--- src/rtl/sm_add_arb.sv ---
// Two-requester round-robin arbiter feeding a registered sign-magnitude adder.
// Define SM_ADD_OVF_EN to add the res_ovf port (magnitude carry-out of like-sign adds).
module sm_add_arb #(
    parameter int N = 4
) (
    input  logic         clk,
    input  logic         rst_n,
    input  logic         req0_valid,
    output logic         req0_ready,
    input  logic [N:0]   req0_a,
    input  logic [N:0]   req0_b,
    input  logic         req1_valid,
    output logic         req1_ready,
    input  logic [N:0]   req1_a,
    input  logic [N:0]   req1_b,
    output logic         res_valid,
    input  logic         res_ready,
    output logic [N:0]   res_sum,
    output logic         res_id
`ifdef SM_ADD_OVF_EN
   ,output logic         res_ovf
`endif
);

    localparam logic [1:0] ST_IDLE = 2'd0;
    localparam logic [1:0] ST_CALC = 2'd1;
    localparam logic [1:0] ST_HOLD = 2'd2;

    logic [1:0] state_q, state_d;
    logic       prio_q, prio_d;
    logic [N:0] op_a_q, op_a_d;
    logic [N:0] op_b_q, op_b_d;
    logic       gnt_id_q, gnt_id_d;
    logic       res_valid_q, res_valid_d;
    logic [N:0] res_sum_q, res_sum_d;
    logic       res_id_q, res_id_d;
`ifdef SM_ADD_OVF_EN
    logic       res_ovf_q, res_ovf_d;
`endif

    // Grant selection. Ready is masked by rst_n so nothing looks accepted while reset holds the flops.
    logic gnt_any;
    logic gnt_sel;

    always_comb begin
        // NOTE: every combinationally assigned signal gets a default first; a missing path would infer a latch.
        gnt_any = 1'b0;
        gnt_sel = 1'b0;
        if (rst_n && (state_q == ST_IDLE)) begin
            case ({req1_valid, req0_valid})
                2'b01: begin
                    gnt_any = 1'b1;
                    gnt_sel = 1'b0;
                end
                2'b10: begin
                    gnt_any = 1'b1;
                    gnt_sel = 1'b1;
                end
                2'b11: begin
                    gnt_any = 1'b1;
                    gnt_sel = prio_q;
                end
                default: begin
                    gnt_any = 1'b0;
                    gnt_sel = 1'b0;
                end
            endcase
        end
    end

    assign req0_ready = gnt_any && !gnt_sel;
    assign req1_ready = gnt_any &&  gnt_sel;

    // Sign-magnitude datapath on the captured operands; ties take the sign of b.
    logic [N-1:0] mag_a;
    logic [N-1:0] mag_b;
    logic [N-1:0] mag_max;
    logic [N-1:0] mag_min;
    logic         calc_sign;
    logic         same_sign;
    logic [N:0]   mag_sum;
    logic [N-1:0] mag_diff;
    logic [N-1:0] calc_mag;
    logic         calc_carry;

    always_comb begin
        mag_a     = op_a_q[N-1:0];
        mag_b     = op_b_q[N-1:0];
        same_sign = (op_a_q[N] == op_b_q[N]);
        if (mag_a > mag_b) begin
            mag_max   = mag_a;
            mag_min   = mag_b;
            calc_sign = op_a_q[N];
        end else begin
            mag_max   = mag_b;
            mag_min   = mag_a;
            calc_sign = op_b_q[N];
        end
        mag_sum    = {1'b0, mag_max} + {1'b0, mag_min};
        mag_diff   = mag_max - mag_min;
        calc_mag   = same_sign ? mag_sum[N-1:0] : mag_diff;
        calc_carry = same_sign & mag_sum[N];
    end

    // Sequencer next-state logic.
    always_comb begin
        state_d     = state_q;
        prio_d      = prio_q;
        op_a_d      = op_a_q;
        op_b_d      = op_b_q;
        gnt_id_d    = gnt_id_q;
        res_valid_d = res_valid_q;
        res_sum_d   = res_sum_q;
        res_id_d    = res_id_q;
`ifdef SM_ADD_OVF_EN
        res_ovf_d   = res_ovf_q;
`endif
        case (state_q)
            ST_IDLE: begin
                if (gnt_any) begin
                    op_a_d   = gnt_sel ? req1_a : req0_a;
                    op_b_d   = gnt_sel ? req1_b : req0_b;
                    gnt_id_d = gnt_sel;
                    state_d  = ST_CALC;
                end
            end
            ST_CALC: begin
                res_sum_d   = {calc_sign, calc_mag};
                res_id_d    = gnt_id_q;
`ifdef SM_ADD_OVF_EN
                res_ovf_d   = calc_carry;
`endif
                res_valid_d = 1'b1;
                state_d     = ST_HOLD;
            end
            ST_HOLD: begin
                if (res_valid_q && res_ready) begin
                    res_valid_d = 1'b0;
                    prio_d      = ~res_id_q;
                    state_d     = ST_IDLE;
                end
            end
            default: begin
                res_valid_d = 1'b0;
                state_d     = ST_IDLE;
            end
        endcase
    end

`ifndef SM_ADD_OVF_EN
    logic unused_carry;
    assign unused_carry = calc_carry;
`endif

    always_ff @(posedge clk or negedge rst_n) begin
        if (!rst_n) begin
            state_q     <= ST_IDLE;
            prio_q      <= 1'b0;
            op_a_q      <= '0;
            op_b_q      <= '0;
            gnt_id_q    <= 1'b0;
            res_valid_q <= 1'b0;
            res_sum_q   <= '0;
            res_id_q    <= 1'b0;
`ifdef SM_ADD_OVF_EN
            res_ovf_q   <= 1'b0;
`endif
        end else begin
            // NOTE: non-blocking assignments so every flop samples pre-edge values regardless of statement order.
            state_q     <= state_d;
            prio_q      <= prio_d;
            op_a_q      <= op_a_d;
            op_b_q      <= op_b_d;
            gnt_id_q    <= gnt_id_d;
            res_valid_q <= res_valid_d;
            res_sum_q   <= res_sum_d;
            res_id_q    <= res_id_d;
`ifdef SM_ADD_OVF_EN
            res_ovf_q   <= res_ovf_d;
`endif
        end
    end

    assign res_valid = res_valid_q;
    assign res_sum   = res_sum_q;
    assign res_id    = res_id_q;
`ifdef SM_ADD_OVF_EN
    assign res_ovf   = res_ovf_q;
`endif

    // Protocol invariants the downstream and the requesters rely on.
    a_ready_onehot : assert property (@(posedge clk) disable iff (!rst_n)
        !(req0_ready && req1_ready));

    a_ready_only_idle : assert property (@(posedge clk) disable iff (!rst_n)
        (req0_ready || req1_ready) |-> (state_q == ST_IDLE));

    a_hold_stable : assert property (@(posedge clk) disable iff (!rst_n)
        (state_q == ST_HOLD && !res_ready) |=>
            (res_valid_q && $stable(res_sum_q) && $stable(res_id_q)));

    a_state_legal : assert property (@(posedge clk) disable iff (!rst_n)
        state_q != 2'd3);

endmodule

--- config.mk ---
export PLATFORM = sky130hd
export DESIGN_NAME = sm_add_arb
export DESIGN_NICKNAME = d
export VERILOG_FILES = /design/src/rtl/sm_add_arb.sv
export SDC_FILE = /design/constraint.sdc
export NUM_CORES = 1
export LEC_CHECK = 0
export CAP_MARGIN = 20
export CORE_AREA = 2 2 59 61
export CTS_BUF_LIST = sky130_fd_sc_hd__clkbuf_8
export CTS_CLUSTER_SIZE = 30
export DETAILED_ROUTE_END_ITERATION = 8
export DIE_AREA = 0 0 61 63
export HOLD_SLACK_MARGIN = 0.08
export PLACE_DENSITY = 0.68
export SLEW_MARGIN = 15
export SYNTH_ARGS = -nofsm -noshare
export SYNTH_HDL_FRONTEND = slang
export SYNTH_SLANG_ARGS = --single-unit
--- constraint.sdc ---
create_clock -name clk -period 7.3 [get_ports clk]
set_clock_uncertainty 0.05 [all_clocks]
set_input_delay 1.46 -clock clk [delete_from_list [all_inputs] [get_ports clk]]
set_output_delay 1.46 -clock clk [all_outputs]
set_load 0.01 [all_outputs]
==> results.py, run 1 <==
metrics = {
    "outcome": {
        "status": "complete, no violations",
    },
    "clock_tree": {
        "cts_sinks": 21,
        "cts_tree": "built",
        "post_cts_buffers": 0,
        "cts.repair.resized": 0,
        "root_buffer": "clkbuf_8",
        "path_clk_slew_ns": 0.07,
        "cts_made_buffers": 3,
        "clk_latency_ns": 0.26,
        "h-tree-depth": 1,
        "ctsHoldBuffers": 0,
        "clock_path_buffers": 2,
    },
    "worst_setup_path": {
        "cp_top_family": "buffers and inverters",
        "cp_num_buf_inv": 4,
        "cp.required_ns": 5.79,
        "endpoint_kind": "output pin",
        "rr_startpoint": "op_a_q[1]",
        "reg2reg_depth": 12,
        "critPathMaxStageDelay_ns": 0.66,
        "path_class": "in2out",
        "crit_fanout": 22,
        "cp-start-kind": "primary input",
        "cp_data_arrival_time_ns": 3.91,
        "crit_path_cell_trace": "clkdlybuf4s50_1 > buf_4 > nor3b_1 > o21ai_0 > buf_4 > nor2_1 > clkdlybuf4s50_1",
        "rrSetupSlack_ns": 4.32,
        "slowest_stage": "clkdlybuf4s50_1",
        "r2r_end": "res_sum[3]",
    },
    "timing": {
        "max_freq_mhz": 185,
        "fin_crit_ns": 5.42,
        "worst_pin_slew_ns": 0.618,
        "period_share_pct": 74.2,
        "grt_setup_unrepaired": "false",
        "hold_viol": 0,
        "whs_ns": 0.429,
        "setup_tns_ns": 0,
        "maxSlewViolCount": 0,
        "relSlewSlack_pct": 58.6,
        "setup_viol": 0,
    },
    "power_and_ir_drop": {
        "p_per_area_nw_per_um2": 516,
        "switching_share_pct": 44.2,
        "internal_power_mw": 0.491,
        "p_leak_nw": 0.785,
        "p_seq_share_pct": 26.8,
        "ir_drop_mv": 0.238,
        "combPwrFrac_pct": 64.6,
        "power.switching_mw": 0.389,
        "p_clk_share_pct": 8.5,
    },
    "placed_design": {
        "port-buffer-count": 33,
        "dp_hpwl_um": 2190,
        "place_congestion": 0.837,
    },
    "floorplan": {
        "initial_core_util_pct": 39.4,
        "dieWidth_um": 61,
        "rows": 21,
        "ios": 34,
        "coreArea_um2": 3230,
        "dieArea_um2": 3840,
        "die_y_um": 63,
    },
    "layout": {
        "multiInputGateArea_um2": 704,
        "diodes": 0,
        "fillCellCount": 301,
        "drive_above_1_share_pct": 9.09,
        "regArea_um2": 526,
        "area_delta_synth_final_pct": 33.9,
        "nNetsFinal": 199,
    },
    "detailed_routing": {
        "ant_nets": 0,
        "drt-initial-drc-count": 44,
        "vias": 1063,
        "dr.pass1.iters": 4,
        "viasPerCell": 5.04,
        "wirelength_um": 2720,
        "drc": 0,
        "wl_per_cell_um": 12.9,
    },
    "synthesis": {
        "syn-num-nets": 163,
        "synth_seq_cells": 21,
        "ys_warn_count": 0,
        "yosys-top-cells-count": "nand2_1 (32), dfrtp_1 (21), a22oi_1 (10)",
        "synth.most_common_cell": "nand2_1",
        "syn_avg_cell_area_um2": 9.80,
        "synth.distinct_cells": 37,
        "netlist.top_cell.by_area": "dfrtp_1",
        "synth_top_area_share_pct": 41.3,
        "async_flop_share_pct": 100,
        "synth_cells": 130,
        "yosysSeqAreaShare_pct": 41.3,
        "synth_ff_type": "dfrtp_1",
        "syn-cell-area_um2": 1270,
        "synth.area.top_cells": "dfrtp_1 (41%), nand2_1 (9.4%), ha_1 (6.9%)",
        "synth-edff-count": 0,
    },
    "global_route": {
        "grt_pass1_wl_um": 4620,
        "gr-total-overflow": 0,
        "antenna_found_initial": 0,
        "grt_use_total_pct": 15.7,
        "grt_max_degree": 23,
        "grt_pass1_vias": 1049,
    },
    "worst_hold_path": {
        "whs_path_depth": 2,
        "worstHoldPathType": "reg2reg",
        "worst_hold_path.endpoint": "res_sum[1]",
        "hp-start": "res_sum[1]",
    },
    "job": {
        "max-cap-violations": 0,
    },
}
==> tightest hold or removal path, cell delays in order, from the launching register on <==
cell and delay [ns]:
dfrtp_1 0.35, nand2_1 0.04, o21ai_0 0.06
==> registers in the layout, summed over array words and instances (netlist names) <==
name,count
prio_q,1
res_sum,5
res_id,1
gnt_id_q,1
op_a_q,5
op_b_q,5
state_q,2
res_valid,1
==> power by group through the flow <==
stage	registers [mW]	clock network (mW)	logic, mW
4_1_cts	0.235	0.0770	0.574
3_3_place_gp	0.236	0	0.555
3_5_place_dp	0.237	0	0.570
2_1_floorplan	0.229	0	0.435
6_report	0.236	0.0751	0.568
5_1_grt	0.244	0.0799	0.642
==> cells in the final DEF (no fill, tap or decap), types with 2 or more instances in the layout <==
| master | instances |
|---|---|
| ha_1 | 7 |
| clkbuf_8 | 3 |
| a21o_1 | 3 |
| buf_4 | 2 |
| nor2_1 | 3 |
| o21ai_0 | 7 |
| xnor2_1 | 2 |
| nand2b_1 | 2 |
| dfrtp_1 | 21 |
| a22oi_1 | 10 |
| mux2i_1 | 3 |
| inv_1 | 7 |
| xor2_1 | 4 |
| a21oi_1 | 2 |
| a31oi_1 | 2 |
| clkdlybuf4s50_1 | 33 |
| nand2_1 | 32 |
==> logic make-up after synthesis <==
kind of cell / after synthesis / share of synthesized area (%)
XOR/XNOR: 7 / 5.40
AND/OR/NAND/NOR: 46 / 16.8
adder cells (fa/ha/maj): 8 / 8.45
AO/OA/AOI/OAI: 33 / 21.4
multiplexers: 4 / 3.24
buffers and inverters: 11 / 3.44
flip-flops: 21 / 41.3
==> worst max path at each step <==
stage	cells after the start	slack, ns	end	from
6_report	7	1.88	req0_ready	rst_n
4_1_cts	7	1.86	req0_ready	rst_n
5_1_grt	7	1.67	req0_ready	rst_n
3_3_place_gp	7	1.92	req0_ready	rst_n
2_1_floorplan	4	3.65	req0_ready	rst_n
3_5_place_dp	7	1.87	req0_ready	rst_n
==> area by class of cell <==
type | instances | share of cell area (%)
Timing Repair Buffer | 35 | 20.2
Multi-Input combinational cell | 98 | 41.3
Clock inverter | 1 | 0.293
Tap cell | 46 | 3.37
Clock buffer | 3 | 2.42
Sequential cell | 21 | 30.8
Inverter | 7 | 1.54
==> per-layer routing <==
| layer | track usage, % | part of all wire, % | vias up |
|---|---|---|---|
| li1 | - | - | 525 |
| met1 | 20.3 | 45 | 501 |
| met2 | 25.4 | 49 | 33 |
| met3 | 4.76 | 5.0 | 4 |
| met4 | 3.26 | 1.2 | 0 |
| met5 | 0 | 0 | - |
==> per-stage QoR <==
step | instances | worst slack [ns] | util [%] | total power, mW | instance area (um2)
floorplan | 130 | 3.65 | - | 0.663 | 1270
global placement | 207 | 1.92 | 51.3 | 0.791 | 1660
detailed placement | 207 | 1.87 | 51.3 | 0.806 | 1660
CTS | 211 | 1.86 | 52.8 | 0.886 | 1710
global route | 211 | 1.67 | 52.8 | 0.966 | 1710
finish | 211 | 1.88 | 52.8 | 0.879 | 1710
(Power assumes the default switching activity.)
==> inputs of run 2 (changes only) <==
==> constraint.sdc (replaced) <==
create_clock -name clk -period 5.44 [get_ports clk]
set_clock_uncertainty 0.05 [all_clocks]
set_input_delay 1.088 -clock clk [delete_from_list [all_inputs] [get_ports clk]]
set_output_delay 1.088 -clock clk [all_outputs]
set_load 0.01 [all_outputs]
==> results.py, run 2 (synthesized netlist as in run 1, its figures left out) <==
metrics = {
    "clock_tree": {
        "clock_path_buffers": 2,
        "cts_made_buffers": 3,
        "ctsHoldBuffers": 0,
        "path_clk_slew_ns": 0.07,
        "cts.repair.resized": 0,
        "cts_tree": "built",
        "clk_latency_ns": 0.26,
        "h-tree-depth": 1,
        "root_buffer": "clkbuf_8",
        "cts_sinks": 21,
        "post_cts_buffers": 0,
    },
    "detailed_routing": {
        "viasPerCell": 4.92,
        "dr.pass1.iters": 4,
        "drt-initial-drc-count": 57,
        "vias": 1042,
        "ant_nets": 0,
        "drc": 0,
        "wirelength_um": 2630,
        "wl_per_cell_um": 12.4,
    },
    "worst_setup_path": {
        "path_class": "in2out",
        "cp_data_arrival_time_ns": 3.20,
        "rr_startpoint": "op_a_q[1]",
        "crit_fanout": 11,
        "cp.required_ns": 4.30,
        "cp-start-kind": "primary input",
        "endpoint_kind": "output pin",
        "crit_path_start": "rst_n",
    },
    "floorplan": {
        "initial_core_util_pct": 39.4,
        "rows": 21,
        "die_y_um": 63,
        "dieArea_um2": 3840,
        "ios": 34,
        "coreArea_um2": 3230,
        "dieWidth_um": 61,
    },
    "timing": {
        "hold_viol": 0,
        "setup_viol": 0,
        "relSlewSlack_pct": 55.8,
        "worst_pin_slew_ns": 0.661,
        "fin_crit_ns": 4.34,
        "maxSlewViolCount": 0,
        "max_freq_mhz": 231,
        "grt_setup_unrepaired": "false",
        "period_share_pct": 79.7,
        "setup_tns_ns": 0,
    },
    "layout": {
        "final_cell_mix": "clkdlybuf4s50_1 (33), nand2_1 (32), dfrtp_1 (21), a22oi_1 (10)",
        "multiInputGateArea_um2": 704,
        "area_delta_synth_final_pct": 34.5,
        "fin_cells": 212,
        "regArea_um2": 526,
        "fillCellCount": 306,
        "drive_above_1_share_pct": 9.64,
        "nNetsFinal": 200,
        "layout_commonest_cell": "clkdlybuf4s50_1",
        "diodes": 0,
    },
    "global_route": {
        "grt_use_total_pct": 15.4,
        "grt_pass1_wl_um": 4550,
        "grt_max_degree": 22,
        "grt_pass1_vias": 1035,
        "gr-total-overflow": 0,
        "antenna_found_initial": 0,
    },
    "placed_design": {
        "place_congestion": 0.872,
        "dpl.cell_count": 208,
        "dp_hpwl_um": 2070,
        "port-buffer-count": 33,
    },
    "power_and_ir_drop": {
        "p_per_area_nw_per_um2": 693,
        "p_leak_nw": 0.790,
        "ir_drop_mv": 0.278,
    },
    "worst_hold_path": {
        "worstHoldPathType": "reg2reg",
        "hp-start": "prio_q",
    },
    "outcome": {
        "status": "complete, no violations",
    },
    "job": {
        "max-cap-violations": 0,
    },
}
==> run 2: critical path, stage by stage <==
cell,delay (ns)
clkdlybuf4s50_1,0.48
nor3b_1,0.26
o21ai_0,0.17
nor2_1,0.54
clkdlybuf4s50_1,0.66
==> run 2: metrics by stage <==
stage | util [%] | power [mW] | hold WS, ns | instance area [um2] | setup slack [ns]
2_1_floorplan | - | 0.890 | 0.391 | 1270 | 2.53
3_3_place_gp | 51.6 | 1.07 | 0.413 | 1670 | 1.12
3_5_place_dp | 51.6 | 1.08 | 0.418 | 1670 | 1.04
4_1_cts | 53.0 | 1.20 | 0.436 | 1710 | 1.03
5_1_grt | 53.0 | 1.30 | 0.447 | 1710 | 0.893
6_report | 53.0 | 1.19 | 0.431 | 1710 | 1.10
==> run 2: final cells by class <==
type                            instances  area share, %
Clock inverter                          1          0.292
Inverter                                7           1.53
Timing Repair Buffer                   36           20.6
Clock buffer                            3           2.41
Sequential cell                        21           30.7
Tap cell                               46           3.36
Multi-Input combinational cell         98           41.1
==> run 2: worst paths after layout <==
| kind | endpoint | slack, ns | cells after the start |
|---|---|---|---|
| worst min-delay path | prio_q | 0.43 | 2 |
| worst max-delay path | req0_ready | 1.10 | 5 |
| max in group asynchronous | prio_q | 3.97 | 2 |
| min in group asynchronous | res_id | 1.16 | 2 |
| worst max register to register | res_sum[3] | 2.42 | 12 |
| worst min register to register | prio_q | 0.43 | 2 |
==> run 2: power by group <==
part / internal [mW] / switching [mW]
logic: 0.379 / 0.396
clock network: 0.0510 / 0.0493
registers: 0.231 / 0.0806
==> run 2: metal layers <==
layer  vias to the layer above  track usage (%)  wire (um)  share of wire (%)
met2                        30             24.7       1300                 49
met5                         -                0          0                  0
met3                         4             4.97        159                6.0
li1                        521                -          -                  -
met4                         0             2.45         16               0.61
met1                       487             20.5       1160                 44
